==> src/rtl/aes_pkg.sv <==
// =============================================================================
// aes_pkg : shared AES round-datapath widths, GF(2^8) helpers, FSM encoding
// Rev 1.0
// =============================================================================
`default_nettype none

package aes_pkg;

  localparam int STATE_W  = 128;
  localparam int COL_W    = 32;
  localparam int BYTE_W   = 8;
  localparam int NUM_COLS = STATE_W / COL_W;

  localparam logic [BYTE_W-1:0] GF_REDUCE = 8'h1B;

  typedef enum logic [1:0] {
    ST_IDLE = 2'd0,
    ST_BUSY = 2'd1,
    ST_DONE = 2'd2
  } state_e;

  // Multiply by x modulo x^8+x^4+x^3+x+1.
  function automatic logic [BYTE_W-1:0] gmul_2(input logic [BYTE_W-1:0] a);
    return {a[BYTE_W-2:0], 1'b0} ^ (a[BYTE_W-1] ? GF_REDUCE : '0);
  endfunction

  function automatic logic [BYTE_W-1:0] gmul_3(input logic [BYTE_W-1:0] a);
    return gmul_2(a) ^ a;
  endfunction

endpackage

`default_nettype wire

==> src/rtl/mix_column_unit.sv <==
// =============================================================================
// mix_column_unit : combinational MixColumns transform of one 32-bit column
// Rev 1.0
// =============================================================================
`default_nettype none

module mix_column_unit
  import aes_pkg::*;
(
  input  logic [COL_W-1:0] col_in,
  output logic [COL_W-1:0] col_out
);

  logic [BYTE_W-1:0] a0, a1, a2, a3;

  assign a0 = col_in[ 7: 0];
  assign a1 = col_in[15: 8];
  assign a2 = col_in[23:16];
  assign a3 = col_in[31:24];

  assign col_out[ 7: 0] = gmul_2(a0) ^ gmul_3(a1) ^ a2         ^ a3;
  assign col_out[15: 8] = a0         ^ gmul_2(a1) ^ gmul_3(a2) ^ a3;
  assign col_out[23:16] = a0         ^ a1         ^ gmul_2(a2) ^ gmul_3(a3);
  assign col_out[31:24] = gmul_3(a0) ^ a1         ^ a2         ^ gmul_2(a3);

endmodule

`default_nettype wire

==> src/rtl/mix_columns_seq.sv <==
// =============================================================================
// mix_columns_seq : sequenced AES MixColumns with final-round bypass, valid/ready I/O
// Rev 1.0
// =============================================================================
`default_nettype none

module mix_columns_seq
  import aes_pkg::*;
#(
  parameter int COLS_PER_CYCLE = 1
) (
  input  logic               clk,
  input  logic               rst_n,
  input  logic               in_valid,
  output logic               in_ready,
  input  logic               mix_en,
  input  logic [STATE_W-1:0] data_in,
  output logic               out_valid,
  input  logic               out_ready,
  output logic [STATE_W-1:0] data_out
);

  // With four columns per cycle the step wraps to 0, keeping col constant.
  localparam logic [1:0] COL_STEP = 2'(COLS_PER_CYCLE % NUM_COLS);
  localparam logic [1:0] LAST_COL = 2'(NUM_COLS - COLS_PER_CYCLE);

  state_e             state_q, state_d;
  logic [1:0]         col_q, col_d;
  logic               mode_q, mode_d;
  logic               in_ready_q, in_ready_d;
  logic               out_valid_q, out_valid_d;
  logic [STATE_W-1:0] src_q, src_d;
  logic [STATE_W-1:0] result_q, result_d;

  logic [1:0]       col_idx [COLS_PER_CYCLE];
  logic [COL_W-1:0] src_col [COLS_PER_CYCLE];
  logic [COL_W-1:0] mix_col [COLS_PER_CYCLE];

  for (genvar i = 0; i < COLS_PER_CYCLE; i++) begin : g_col
    assign col_idx[i] = col_q + 2'(i);
    assign src_col[i] = src_q[{col_idx[i], 5'b0} +: COL_W];

    mix_column_unit u_mix (
      .col_in  (src_col[i]),
      .col_out (mix_col[i])
    );
  end

  always_comb begin
    state_d     = state_q;
    col_d       = col_q;
    mode_d      = mode_q;
    in_ready_d  = in_ready_q;
    out_valid_d = out_valid_q;
    src_d       = src_q;
    result_d    = result_q;

    case (state_q)
      ST_IDLE: begin
        if (in_valid) begin
          src_d      = data_in;
          mode_d     = mix_en;
          col_d      = 2'd0;
          in_ready_d = 1'b0;
          state_d    = ST_BUSY;
        end
      end
      ST_BUSY: begin
        for (int i = 0; i < COLS_PER_CYCLE; i++) begin
          result_d[{col_idx[i], 5'b0} +: COL_W] = mode_q ? mix_col[i] : src_col[i];
        end
        col_d = col_q + COL_STEP;
        if (col_q == LAST_COL) begin
          out_valid_d = 1'b1;
          state_d     = ST_DONE;
        end
      end
      ST_DONE: begin
        if (out_ready) begin
          out_valid_d = 1'b0;
          in_ready_d  = 1'b1;
          state_d     = ST_IDLE;
        end
      end
      default: begin
        out_valid_d = 1'b0;
        in_ready_d  = 1'b1;
        state_d     = ST_IDLE;
      end
    endcase
  end

  always_ff @(posedge clk or negedge rst_n) begin
    if (!rst_n) begin
      state_q     <= ST_IDLE;
      col_q       <= 2'd0;
      mode_q      <= 1'b0;
      in_ready_q  <= 1'b1;
      out_valid_q <= 1'b0;
      src_q       <= '0;
      result_q    <= '0;
    end else begin
      state_q     <= state_d;
      col_q       <= col_d;
      mode_q      <= mode_d;
      in_ready_q  <= in_ready_d;
      out_valid_q <= out_valid_d;
      src_q       <= src_d;
      result_q    <= result_d;
    end
  end

  assign in_ready  = in_ready_q;
  assign out_valid = out_valid_q;
  assign data_out  = result_q;

endmodule

`default_nettype wire

==> config.mk <==
export PLATFORM = sky130hd
export DESIGN_NAME = mix_columns_seq
export DESIGN_NICKNAME = d
export VERILOG_FILES = /design/src/rtl/aes_pkg.sv /design/src/rtl/mix_column_unit.sv /design/src/rtl/mix_columns_seq.sv
export SDC_FILE = /design/constraint.sdc
export NUM_CORES = 1
export LEC_CHECK = 0
export ABC_CLOCK_PERIOD_IN_PS = 2500
export BUFFER_PORTS_ARGS = -buffer_cell sky130_fd_sc_hd__buf_2
export CAP_MARGIN = 20
export CORE_ASPECT_RATIO = 2
export CORE_MARGIN = 1.5
export CORE_UTILIZATION = 45
export CTS_CLUSTER_DIAMETER = 60
export DETAILED_ROUTE_END_ITERATION = 8
export HOLD_SLACK_MARGIN = 0.06
export PLACE_DENSITY_LB_ADDON = 0.05
export SLEW_MARGIN = 40
export SYNTH_ARGS = -nofsm -noshare
export SYNTH_HDL_FRONTEND = slang
export SYNTH_SLANG_ARGS = --single-unit
==> constraint.sdc <==
create_clock -name clk -period 2.5 [get_ports clk]
set_input_delay 0.125 -clock clk [delete_from_list [all_inputs] [get_ports clk]]
set_output_delay 0.125 -clock clk [all_outputs]
set_load 0.1 [all_outputs]
# --- Word-level counts from Yosys, hierarchy flattened ---
# Index checks and enable logic that the tools add are counted.
op_classes:
  div_mod_pow: 0
  n_bitwise: 22
  eq_ne: 6
  multipliers: 0
  n_addsub: 2
  muxes: 18
  n_reduce_logical: 7
  n_shift: 3
  magnitude_cmp: 0
ops:
  columns: ["op", "n"]
  rows:
  - ["8-bit bitwise XOR", 19]
  - ["128-bit bitwise mux", 1]
  - ["32-bit by 9-bit variable shift with 128-bit output, first input constant", 1]
  - ["128-bit by 8-bit variable part select with 32-bit output", 1]
  - ["32-bit by 9-bit variable part select with 128-bit output", 1]
  - ["32-bit two-way mux", 1]
  - ["5-bit two-way mux", 4]
  - ["7-bit negator with 9-bit output", 1]
  - ["3-bit AND reduction", 3]
  - ["2-bit two-way mux", 4]
  - ["8-bit by 5-bit bitwise XOR with 8-bit output", 1]
  - ["2-bit != test, second input constant", 3]
  - ["1-bit case mux with 3 select lines", 2]
  - ["2-bit case mux with 3 select lines", 1]
  - ["2-bit == test, second input constant", 2]
  - ["1-bit two-way mux", 4]
  - ["2-bit case mux with 2 select lines", 1]
  - ["2-bit AND reduction", 2]
  - ["2-bit by 1-bit adder with 2-bit output, second input constant", 1]
  - ["2-bit by 1-bit == test with 1-bit output, second input constant", 1]
  - ["2-bit zero test", 1]
  - ["1-bit inverter", 2]
  - ["2-bit nonzero test", 1]
totals:
  word_cells: 65
  n_memories: 0
  ff_bits: 263
  latch_bits: 0
  ramBits: 0
  output_inout_bits: 130
  rom_bits: 0
  input_bits: 133

# --- Logic depth before layout (Yosys ltp) ---
logic_depth:
  ltp_word: 10
  ltp_mapped: 10
  ltp_nobuf: 6

# --- Modules after synthesis ---
# Synthesis repeated with hierarchy kept, for this count alone.
unflattened:
  hier_cells: 967
  hier_area_um2: 12886.1
by_module_without_submodules:
  columns: ["module", "seq_area_each_um2", "n_inst", "area_each_um2", "cells_each"]
  rows:
  - ["mix_columns_seq", 6582.6, 1, 11548.6, 886]
  - ["mix_column_unit", 0.0, 1, 1337.5, 81]

# --- Worst setup path before layout ---
# Ideal clock, no wire load.
synth_path:
  kind: "reg2reg"
  start: "register col_q[0]"
  end: "register result_q[44], in the netlist data_out[44]"
  setup_slack_ns: -0.039
  t_arrival_ns: 2.462
  synth_period_minus_slack_ns: 2.539
  required_ns: 2.423
  path_buffers: 4
  setup_ns: 0.077
  path_stages_with_launch: 11
  cell_sequence: "dfrtp_1 buf_6 buf_6 inv_1 ha_1 nor4bb_1 and4b_1 clkbuf_1 clkbuf_1 a22oi_1 o21ai_1"
synth_between:
  elab_chain_cells: 10
  word_cells_on_any_way: 30
  classes_between: "1 x add/sub; 3 x shift; 6 x mux; 20 x bitwise"
synth_rtl:
  columns: ["element", "line", "source"]
  rows:
  - ["start, declared", "mix_columns_seq.sv:28", "logic [1:0] col_q, col_d;"]
  - ["start signal, assigned", "mix_columns_seq.sv:104", "col_q <= col_d;"]
  - ["128-bit by 8-bit variable part select with 32-bit output", "mix_columns_seq.sv:41", "assign src_col[i] = src_q[{col_idx[i], 5'b0} +: COL_W];"]
  - ["5-bit two-way mux", "aes_pkg.sv:24", "return {a[BYTE_W-2:0], 1'b0} ^ (a[BYTE_W-1] ? GF_REDUCE : '0);"]
  - ["8-bit bitwise XOR / 8-bit by 5-bit bitwise XOR with 8-bit output (equally long branches)", "aes_pkg.sv:24", null]
  - ["8-bit bitwise XOR", "aes_pkg.sv:28", "return gmul_2(a) ^ a;"]
  - ["8-bit bitwise XOR, on equally long branches (3 in series)", "mix_column_unit.sv:21, mix_column_unit.sv:24", null]
  - ["32-bit two-way mux", "mix_columns_seq.sv:70", "result_d[{col_idx[i], 5'b0} +: COL_W] = mode_q ? mix_col[i] : src_col[i];"]
  - ["32-bit by 9-bit variable part select with 128-bit output", "mix_columns_seq.sv:70", null]
  - ["128-bit bitwise mux (*)", "mix_columns_seq.sv:70", null]
  - ["end signal, assigned", "mix_columns_seq.sv:109", "result_q <= result_d;"]
  - ["end, declared", "mix_columns_seq.sv:33", "logic [STATE_W-1:0] result_q, result_d;"]
# Every way passes the cells marked *; elsewhere a longest branch is shown, timed or not.
# A chain may end at the register's enable or synchronous reset.

# --- Worst setup path in the final report ---
layout_path:
  start: "register col_q[0]"
  end: "register result_q[108], in the netlist data_out[108]"
# Same word-level chain as after synthesis.

==> results.yml <==
yosys:
  mappedNetlistArea_um2: 12400
  asyncSetResetFlopFracSynth_pct: 100
  netlist_top_cells_area: "sky130_fd_sc_hd__dfrtp_1 (53%), sky130_fd_sc_hd__mux2_2 (12%), sky130_fd_sc_hd__a22oi_1 (7.7%)"
  synth_area_leader_cell: "sky130_fd_sc_hd__dfrtp_1"
  synthTopCellsByCount: "sky130_fd_sc_hd__dfrtp_1 (262), sky130_fd_sc_hd__mux2_2 (129), sky130_fd_sc_hd__a22oi_1 (128)"
  yosys.cell_types.count: 42
  postSynthRegisterBits: 263
  syn-mean-instance-area_um2: 14.1
  ys_seq_area_share_pct: 52.9
  synth_top_area_share_pct: 52.7
  dominantRegCellSynth: "sky130_fd_sc_hd__dfrtp_1"
  synth_enable_flop_cells: 0
  synth.net_count: 1023
  yosysWarningCount: 0
  synth_most_common_cell: "sky130_fd_sc_hd__dfrtp_1"
  synth_cells: 884
route:
  finalWirelength_um: 39900
  drtPass1Iterations: 7
  via_count: 9401
  post_drt_via_cell_ratio: 5.63
  drtAntennaViolNets: 0
  mean_routed_wirelength_per_cell_um: 23.9
  drt_iter0_drc: 608
  post-route-drc-count: 0
floorplanning:
  design.die.area_um2: 28700
  die_y_um: 238
  starting_utilization_of_the_core_area_pct: 45.5
  core_um2: 27300
  fp-row-count: 86
  ios: 263
  die_w_um: 121
global_route:
  gr_ovfl_total: 0
  wire_length_of_the_first_global_routing_pass_um: 60100
  grt_antenna_before_repair: 3
  largest_net_degree_at_the_start_of_global_routing: 104
  grt_pass1_vias: 9827
  global_route.usage.total_pct: 28.1
timing:
  worstMarginPinSlew_ns: 0.611
  timing.final.setup_violations: 0
  min_period_ns: 2.43
  timing.fmax_ghz: 0.412
  finalCritPeriodShare_pct: 97.1
  worst_slew_margin_rel_pct: 59.3
  layout_skew_ns: 0.0132
  hold-worst-slack_ns: 0.350
  setup_repair_after_global_routing_missed_its_margin: "yes"
  drv_slew: 0
  report.final.hold_viol_count: 0
worst_setup_path:
  critical-path-max-stage-delay_ns: 0.61
  crit_path_top_delay_cell: "sky130_fd_sc_hd__mux4_2"
  critical_path.cell_chain: "buf_4, mux4_2, xor3_1, xnor3_2, o21ai_0"
  cp.arrival_ns: 2.88
  critPathKind: "reg2reg"
  end_kind: "flip-flop"
  critPathMaxFanout: 5
  cp.required_ns: 2.95
  cp-start-kind: "flip-flop"
placed_design:
  dp_hpwl_um: 26300
  place.gp.congestion: 0.803
  placedInstanceArea_um2: 14500
  port_buffers: 262
final_layout:
  design_area_um2: 16700
  layout.filler_cells: 2193
  flow.area_growth_from_synthesis_pct: 34.6
  final_net_count: 1439
  drive_gt1_share_pct: 42.7
clock_tree:
  tritoncts_num_sinks: 263
  clkSlewWorstSetupHoldPaths_ns: 0.07
  clkLatencyLatePin_ns: 0.54
  clock_tree.htree_level_count: 1
  cts-buffers-inserted: 25
  clock_tree.root_cell: "sky130_fd_sc_hd__clkbuf_16"
  tritoncts: "done"
  clockBufferDepth: 3
status:
  result_of_the_run: "complete, no violations"
run:
  max_cap_viols: 0
hold_path:
  hold_class: "in2reg"
[layout by cell type, fill, tap and decap left out, types with 2 or more instances in the layout]
cell type                         n
sky130_fd_sc_hd__clkbuf_1        10
sky130_fd_sc_hd__clkinv_2         3
sky130_fd_sc_hd__xnor3_2          5
sky130_fd_sc_hd__inv_1            5
sky130_fd_sc_hd__nor2_1           8
sky130_fd_sc_hd__xor2_4           3
sky130_fd_sc_hd__o21ai_0         46
sky130_fd_sc_hd__a21oi_1          2
sky130_fd_sc_hd__a22oi_1        128
sky130_fd_sc_hd__xnor2_4          2
sky130_fd_sc_hd__nor2b_1          2
sky130_fd_sc_hd__dlygate4sd3_1  133
sky130_fd_sc_hd__nand3_1          2
sky130_fd_sc_hd__nand2_1          4
sky130_fd_sc_hd__xnor2_1          9
sky130_fd_sc_hd__mux4_2          32
sky130_fd_sc_hd__xor3_1           3
sky130_fd_sc_hd__nor4b_2          2
sky130_fd_sc_hd__dfrtp_2          2
sky130_fd_sc_hd__xor2_1           9
sky130_fd_sc_hd__clkbuf_16       25
sky130_fd_sc_hd__diode_2          3
sky130_fd_sc_hd__xnor3_1         34
sky130_fd_sc_hd__mux2_2         129
sky130_fd_sc_hd__xnor2_2          3
sky130_fd_sc_hd__buf_4           60
sky130_fd_sc_hd__nand3b_1         2
sky130_fd_sc_hd__o21ai_1         83
sky130_fd_sc_hd__xor2_2          10
sky130_fd_sc_hd__buf_2          261
sky130_fd_sc_hd__clkbuf_8         3
sky130_fd_sc_hd__buf_12          13
sky130_fd_sc_hd__ha_1             6
sky130_fd_sc_hd__dfrtp_1        260
[cell families after synthesis]
group / synth area share [%]
compound gates: 13.2
xor+xnor: 11.1
fa+ha+maj: 0.603
buf+inv: 3.30
flops: 52.9
mux: 17.6
simple gates: 1.25
[worst max-delay path: cells and delay by family (launching register included)]
family / cells / cell delay (ns)
AOI/OAI and AO/OA: 1 / 0.17
xor gates and xnor gates: 2 / 0.90
buffers and inverters: 1 / 0.20
DFF: 1 / 0.45
muxes: 1 / 0.61
[worst paths after layout]
path,end,slack (ns),cells past startpoint,start
setup / recovery,data_out[108]$_DFFE_PN0P_,0.07,5,col_q[0]$_DFFE_PN0P_
hold / removal,src_q[77]$_DFFE_PN0P_,0.35,3,data_in[77]
setup reg to reg,data_out[108]$_DFFE_PN0P_,0.07,5,col_q[0]$_DFFE_PN0P_
hold reg to reg,src_q[73]$_DFFE_PN0P_,0.50,1,src_q[73]$_DFFE_PN0P_
max in group asynchronous,src_q[80]$_DFFE_PN0P_,0.99,5,rst_n
min in group asynchronous,src_q[58]$_DFFE_PN0P_,0.58,3,rst_n
[layer usage]
metal	track usage (%)	up-vias	share of wire, %
li1	-	4151	-
met1	35.4	4809	39
met2	49.9	378	52
met3	3.51	63	6.0
met4	9.38	0	3.0
met5	0	-	0
[timing repair]
action / in CTS / in global routing
endpoints found under the hold margin: 216 / 24
setup endpoints to repair: 0 / 75
setup buffers: 0 / 5
gates resized for setup: 0 / 16
hold buffers: 132 / 1
[flip-flops by register name, summed over array words and instances (netlist names)]
name and count:
in_ready 1, col_q 2, out_valid 1, data_out 128
mode_q 1, state_q 2, src_q 128
[final cells by class]
cell class | count | area, um^2 | share of cell area, %
Clock buffer | 38 | 704 | 4.21
Antenna cell | 3 | 7.51 | 0.0448
Inverter | 5 | 18.8 | 0.112
Sequential cell | 263 | 6590 | 39.3
Clock inverter | 5 | 52.6 | 0.314
Tap cell | 352 | 440 | 2.63
Multi-Input combinational cell | 536 | 5550 | 33.1
Timing Repair Buffer | 469 | 3390 | 20.2
[stage by stage]
stage	setup WS (ns)	instances	utilization (%)	setup TNS, ns
after floorplan	0.0410	884	-	0
after global placement	0.0490	1486	53.1	0
after detailed placement	0.0150	1486	53.1	0
after CTS	0.0191	1661	60.7	0
after global routing	-0.0559	1671	61.3	-0.925
final	0.0720	1671	61.3	0
Power is left out: the tool's default activity adds up to more than one toggle a clock period on the data nets, which glitch-free logic cannot reach.
